==> src/rtl/led_wave_gen.sv <==
// led_wave_gen: N-channel sigma-delta LED pattern generator (off, breathe, chase, activity flash)
module led_wave_gen #(
    parameter int NUM_LEDS   = 4,
    parameter int CNT_W      = 28,
    parameter int ENV_W      = 6,
    parameter int PHASE_STEP = 1_000_000,
    parameter int CHASE_SH   = 24,
    parameter int DECAY_SH   = 18
) (
    input  logic                i_clk,
    input  logic                i_rst_n,
    input  logic                i_en,
    input  logic [1:0]          i_mode,
    input  logic                i_act_pulse,
    output logic [NUM_LEDS-1:0] o_led
);
    localparam int IDX_W = NUM_LEDS > 1 ? $clog2(NUM_LEDS) : 1;
    logic [CNT_W-1:0] cnt_q, cnt_d;
    logic [IDX_W-1:0] idx_q, idx_d;
    logic [ENV_W-1:0] lvl_q, lvl_d;
    logic             chase_tick, decay_tick;
    assign chase_tick = &cnt_q[CHASE_SH-1:0];
    assign decay_tick = &cnt_q[DECAY_SH-1:0];
    // Shared time base, chase index and activity level; a pulse beats a coincident decay tick
    always_comb begin
        cnt_d = i_en ? cnt_q + 1'b1 : '0;
        idx_d = !i_en ? '0 : !chase_tick ? idx_q : (idx_q == IDX_W'(NUM_LEDS - 1)) ? '0 : idx_q + 1'b1;
        lvl_d = !i_en ? '0 : (i_act_pulse && i_mode == 2'd3) ? '1 : (decay_tick && lvl_q != '0) ? lvl_q - 1'b1 : lvl_q;
    end
    // Shared state registers
    always_ff @(posedge i_clk or negedge i_rst_n) begin
        if (!i_rst_n) begin
            cnt_q <= '0;
            idx_q <= '0;
            lvl_q <= '0;
        end else begin
            cnt_q <= cnt_d;
            idx_q <= idx_d;
            lvl_q <= lvl_d;
        end
    end
    for (genvar k = 0; k < NUM_LEDS; k++) begin : g_ch
        logic [CNT_W-1:0] phase;
        logic [ENV_W-1:0] ramp, env;
        logic [ENV_W:0]   acc_q, acc_d;
        assign phase = cnt_q + CNT_W'(k * PHASE_STEP);
        assign ramp  = phase[CNT_W-2 -: ENV_W];
        // Envelope select and first-order sigma-delta step; the carry bit is the LED drive
        always_comb begin
            env   = (i_mode == 2'd1) ? (phase[CNT_W-1] ? ramp : ~ramp) :
                    (i_mode == 2'd2) ? ((idx_q == IDX_W'(k)) ? '1 : '0) :
                    (i_mode == 2'd3) ? lvl_q : '0;
            acc_d = i_en ? {1'b0, acc_q[ENV_W-1:0]} + {1'b0, env} : '0;
        end
        // Per-channel accumulator
        always_ff @(posedge i_clk or negedge i_rst_n) begin
            if (!i_rst_n) acc_q <= '0;
            else          acc_q <= acc_d;
        end
        assign o_led[k] = acc_q[ENV_W];
    end
endmodule

==> config.mk <==
export PLATFORM = sky130hd
export DESIGN_NAME = led_wave_gen
export DESIGN_NICKNAME = d
export VERILOG_FILES = /design/src/rtl/led_wave_gen.sv
export SDC_FILE = /design/constraint.sdc
export NUM_CORES = 1
export LEC_CHECK = 0
export CORE_ASPECT_RATIO = 1.4
export CORE_MARGIN = 3
export CORE_UTILIZATION = 65
export CTS_CLUSTER_SIZE = 20
export DETAILED_ROUTE_END_ITERATION = 8
export PLACE_DENSITY_LB_ADDON = 0.3
export SLEW_MARGIN = 20
export SYNTH_ARGS = -nofsm -noshare
export SYNTH_HDL_FRONTEND = slang
export SYNTH_SLANG_ARGS = --single-unit
==> constraint.sdc <==
create_clock -name i_clk -period 7.9 [get_ports i_clk]
set_clock_uncertainty 0.1 [all_clocks]
set_input_delay 0.79 -clock i_clk [delete_from_list [all_inputs] [get_ports i_clk]]
set_output_delay 0.79 -clock i_clk [all_outputs]
set_load 0.005 [all_outputs]
== Word level (Yosys, flattened, before mapping) ==
Cells that the tools add are included.

* Order comparisons: 0
* Reductions and logical operators: 6
* Multipliers: 0
* Add/sub/neg operators: 10
* Mux-type cells: 28
* Shift operators: 0
* Divide/modulo/power cells: 0
* Equal/unequal tests: 8
* Bitwise logic cells: 4

{| class="wikitable"
|+ Operator list
! operator !! number
|-
| $mux W6 || 20
|-
| $add A28 B1 Y28 const B || 1
|-
| $add A28 B20 Y28 const B || 1
|-
| $add A28 B21 Y28 const B || 1
|-
| $add A28 B22 Y28 const B || 1
|-
| $add A6 B6 Y7 || 4
|-
| $mux W28 || 1
|-
| $mux W7 || 4
|-
| $not A6 Y6 || 4
|-
| $reduce_and A24 Y1 || 1
|-
| $reduce_and A18 Y1 || 1
|-
| $eq A2 B2 Y1 const B || 4
|-
| $mux W2 || 3
|-
| $reduce_bool A6 Y1 || 1
|-
| $sub A6 B1 Y6 const B || 1
|-
| $eq A2 B1 Y1 const B || 2
|-
| $ne A3 B1 Y1 const B || 1
|-
| $add A2 B1 Y2 const B || 1
|-
| $logic_and A1 B1 Y1 || 2
|-
| $logic_not A2 Y1 || 1
|-
| $ne A2 B1 Y1 const B || 1
|}

* Output and inout bits: 4
* Bits in registers: 64
* Memories kept: 0
* Memory bits (writable): 0
* Bits in read-only memories: 0
* Bits in latches: 0

== Depth between registers and ports, before layout ==
* Depth after elaboration: 6
* Depth in mapped cells: 16

== Least setup slack after synthesis ==
Ideal clock, no wire load.

* Path kind: register -> register
* Start point: reg cnt_q[19]
* End point: reg g_ch[3].acc_q[5]
* Clock period less this slack: 3.516 ns
* Setup time: 0.119 ns
* Required time: 7.681 ns
* Slack: 4.384 ns
* Stages on the path, launching flop included: 14
* Data arrival time: 3.297 ns
* Cell sequence: dfrtp_1 -> or4_4 -> o221a_4 -> a211o_1 -> buf_6 -> and4_4 -> or3_1 -> a32o_1 -> ha_1 -> a21oi_1 -> o21bai_1 -> a21oi_1 -> xnor2_1 -> and2_1

* Cells in the longest elaborated chain, start to end: 6

{| class="wikitable"
|+ Ends and longest elaborated chain
! item !! RTL line !! source
|-
| start, declared || 18 || <nowiki>logic [CNT_W-1:0] cnt_q, cnt_d;</nowiki>
|-
| start signal, assigned || 37 || <nowiki>cnt_q <= cnt_d;</nowiki>
|-
| $add A28 B22 Y28 * || 46 || <nowiki>assign phase = cnt_q + CNT_W'(k * PHASE_STEP);</nowiki>
|-
| $not A6 Y6 || 50 || <nowiki>env = (i_mode == 2'd1) ? (phase[CNT_W-1] ? ramp : ~ramp) :</nowiki>
|-
| $mux W6 * (2 in a row) || 50 ||
|-
| $add A6 B6 Y7 * || 53 || <nowiki>acc_d = i_en ? {1'b0, acc_q[ENV_W-1:0]} + {1'b0, env} : '0;</nowiki>
|-
| $mux W7 * || 53 ||
|-
| net g_ch[3].acc_d[5] || 45 || <nowiki>logic [ENV_W:0] acc_q, acc_d;</nowiki>
|-
| end signal, assigned || 57 || <nowiki>if (!i_rst_n) acc_q <= '0;</nowiki>
|-
| end signal, assigned || 58 || <nowiki>else acc_q <= acc_d;</nowiki>
|-
| end, declared || 45 ||
|}

Mark *: on every way through the listed nets, which the timed path passes. The rest lies on a longest branch.
A chain may end at the register's enable or synchronous reset.

== Worst setup path after layout ==
* Start point: in i_mode[0]
* End point: reg g_ch[1].acc_q[5]

* Cells in the longest elaborated chain, start to end: 6
* Elaborated cells between the ends (all ways): 8

{| class="wikitable"
|+ Ends and longest elaborated chain
! item !! RTL line !! source
|-
| start, declared || 13 || <nowiki>input logic [1:0] i_mode,</nowiki>
|-
| $eq A2 B2 Y1 || 52 || <nowiki>(i_mode == 2'd3) ? lvl_q : '0;</nowiki>
|-
| $mux W6 || 52 ||
|-
| $mux W6 || 51 || <nowiki>(i_mode == 2'd2) ? ((idx_q == IDX_W'(k)) ? '1 : '0) :</nowiki>
|-
| $mux W6 * || 50 ||
|-
| $add A6 B6 Y7 * || 53 ||
|-
| $mux W7 * || 53 ||
|-
| net g_ch[1].acc_d[5] || 45 ||
|-
| end signal, assigned || 57 ||
|-
| end signal, assigned || 58 ||
|-
| end, declared || 45 ||
|}

Marks and branches as above.

==> impl_metrics.toml <==
[status]
status = "completed"

[global_route]
grt_pass1_vias = 3663
grt_use_total = 0.261
grt_pass1_wl_um = 17200
grt_overflow_total = 0
grt_max_degree = 65
antenna_found_initial = 0

[synth]
async_flop_share = 1.00
yosys-top-cells-area = "dfrtp_1, ha_1, xnor2_1"
yosysUniqueCellTypes = 55
yosysWarnings = 0
synth_top_area_frac = 0.342
synth_top_cell_by_area = "dfrtp_1"
synth_flop_cell = "dfrtp_1"
synth_edf_count = 0
syn_avg_cell_area_sq_um = 8.83
netlist_instances = 530
synth_nets = 571
ys_ff_latch = 64
mappedNetlistArea_sq_mm = 0.00468
seq_area_frac_synth = 0.342

[sta]
min_period_over_period = 0.508
setup_tns_ps = 0
finalHoldViolations = 0
setup_violations = 0
slew_headroom = 0.464
fin_ws_ps = 3880
worst_slew_pin_slew_ps = 804
fmax_mhz = 249
final_max_slew_viol_count = 0
period_minus_slack_ps = 4020
rsz0062_at_grt = "no"

[place]
io_buffers = 9
hpwl_um = 7100
place.gp.congestion = 0.926
dpl.cell_count = 603
pre_cts_ws_ps = 3580

[die]
rows = 36
die_area_sq_mm = 0.00827
design.portCount = 10
die_w_um = 77.7
initial_core_util = 0.670
core-area_sq_mm = 0.00698
die_h_um = 106

[power]
p_leak_nw = 2.24
pwr-share-comb = 0.205
internal_power_uw = 591
vdd_drop_max_uv = 119
power_density_mw_per_mm2 = 164
power.share.clock = 0.334
p_sw_uw = 220
p_seq_frac = 0.461
p_sw_frac = 0.271

[cts]
cts_buffer_depth = 2
postCtsSetupBuffers = 0
clock_latency_ps = 340
clock-sinks = 64
cts_tree = "done"
numCtsBuffers = 9
ctsHoldBuffers = 0
clkSlewWorstSetupHoldPaths_ps = 60
cts-resized-gates = 0
cts_root_buf = "clkbuf_8"
cts_max_level = 3

[finish]
final_nets = 560
post_layout_nonfiller_instances = 618
syn2layout_area_growth_pct = 5.59
diodes = 0
fillCellCount = 587
drive_gt1_frac = 0.0497

[route]
drt-wirelength-per-cell_um = 15.8
ant_nets = 0
first_pass_iters = 5
totalWireLength_um = 9750
vias_per_cell = 5.93
num_vias = 3664
drc = 0
drt-initial-drc-count = 249

[setup_path]
critPathCaptureType = "flop"
critical_path_required_ps = 8030
crit_fanout = 25
worst_ep_arrival_time_ps = 4140
path_class = "primary input to flop"
start_kind = "primary input"

[hold_path]
hold_path.class = "flop to flop"

[job]
maxCapViolCount = 0
[cell families after synthesis]
family          count (synthesis)  share of synthesized area
flops                          64                      0.342
fa+ha+maj                      35                      0.100
mux                             5                     0.0110
compound gates                117                      0.163
simple gates                  205                      0.236
xor+xnor                       56                      0.105
buf+inv                        48                     0.0436
[cell type report]
type / instances / area, sq um / area share
clock inverters: 4 / 45.0 / 0.00912
well taps: 95 / 119 / 0.0241
repair buffers: 12 / 108 / 0.0218
inverters: 14 / 52.6 / 0.0106
clock buffers: 11 / 141 / 0.0286
multi-input cells: 418 / 2870 / 0.582
flip-flops and latches: 64 / 1600 / 0.324
[synth_stat cells (2+ instances only)]
cell      number
a21oi_1       22
and2_1        43
nor2b_1       12
o211ai_1       6
nand2_1       51
mux2i_1        4
nor3_1        10
nand2b_1       3
a211oi_1       2
buf_4          4
or3_1          9
o21a_1         8
o21bai_1       4
and4_1         4
o21ai_0       32
xor2_1        18
or2_2          2
clkbuf_1      25
fa_1           4
nor2_1        17
xnor2_1       38
nand4_1        8
inv_1         14
dfrtp_1       64
a21boi_0      15
nor3b_1        4
a31oi_1        8
o41ai_1        2
ha_1          31
a21o_1         4
o22ai_1        3
buf_1          3
nor4_1         2
nand3_1       26
and3_1         8
[power groups by stage]
| stage | Clock (mW) | Sequential (mW) | Combinational [mW] |
|---|---|---|---|
| floorplan | 0 | 0.375 | 0.131 |
| global placement | 0 | 0.379 | 0.158 |
| detailed placement | 0 | 0.380 | 0.167 |
| CTS | 0.277 | 0.374 | 0.169 |
| global route | 0.293 | 0.377 | 0.192 |
| finish | 0.270 | 0.374 | 0.166 |
[worst paths after layout]
| kind | from | end | slack [ps] | cells past startpoint |
|---|---|---|---|---|
| max | i_mode[0] | g_ch[1].acc_q[5]$_DFF_PN0_ | 3880 | 11 |
| min | cnt_q[0]$_DFF_PN0_ | cnt_q[0]$_DFF_PN0_ | 440 | 1 |
| max reg2reg | cnt_q[22]$_DFF_PN0_ | g_ch[2].acc_q[5]$_DFF_PN0_ | 4070 | 13 |
| min reg2reg | cnt_q[0]$_DFF_PN0_ | cnt_q[0]$_DFF_PN0_ | 440 | 1 |
| max in group asynchronous | i_rst_n | idx_q[0]$_DFFE_PN0P_ | 6650 | 2 |
| min in group asynchronous | i_rst_n | g_ch[0].acc_q[5]$_DFF_PN0_ | 520 | 2 |
[critical path, stage by stage]
cell             delay [ps]
clkdlybuf4s50_1         960
nand2b_1                530
o41a_1                  540
o31ai_1                 120
ha_1                    310
a21o_1                  170
a21oi_1                 230
o21bai_1                100
a21oi_1                 180
xnor2_1                  80
and2_1                  150
[state kept, by name, indices dropped and copies added (netlist names)]
signal,flops
g_ch.acc_q,28
cnt_q,28
idx_q,2
lvl_q,6
[cell usage in the layout, fill, tap and decap left out, types with 9 or more instances in the layout]
| cell | instances |
|---|---|
| dfrtp_1 | 64 |
| nand2_1 | 51 |
| and2_1 | 43 |
| xnor2_1 | 38 |
| o21ai_0 | 32 |
| ha_1 | 31 |
| nand3_1 | 26 |
| a21oi_1 | 22 |
| xor2_1 | 18 |
| nor2_1 | 17 |
| a21boi_0 | 15 |
| inv_1 | 14 |
| nor2b_1 | 12 |
| nor3_1 | 10 |
| clkbuf_8 | 10 |
| or3_1 | 9 |
[per-stage QoR]
| stage | power (mW) | utilization | hold WS [ps] | instance area (sq um) |
|---|---|---|---|---|
| 2_1_floorplan | 0.507 | - | 382 | 4680 |
| 3_3_place_gp | 0.537 | 0.681 | 412 | 4750 |
| 3_5_place_dp | 0.547 | 0.681 | 425 | 4750 |
| 4_1_cts | 0.820 | 0.708 | 436 | 4940 |
| 5_1_grt | 0.861 | 0.708 | 485 | 4940 |
| 6_report | 0.810 | 0.708 | 439 | 4940 |
[routing by layer]
| metal | vias up | part of all wire | global-route usage |
|---|---|---|---|
| met5 | - | 0 | 0 |
| met4 | 0 | 0.025 | 0.109 |
| met3 | 24 | 0.036 | 0.0483 |
| met2 | 67 | 0.52 | 0.452 |
| met1 | 1753 | 0.42 | 0.314 |
| li1 | 1820 | - | - |
No activity file was read; power rests on OpenSTA's default activity.
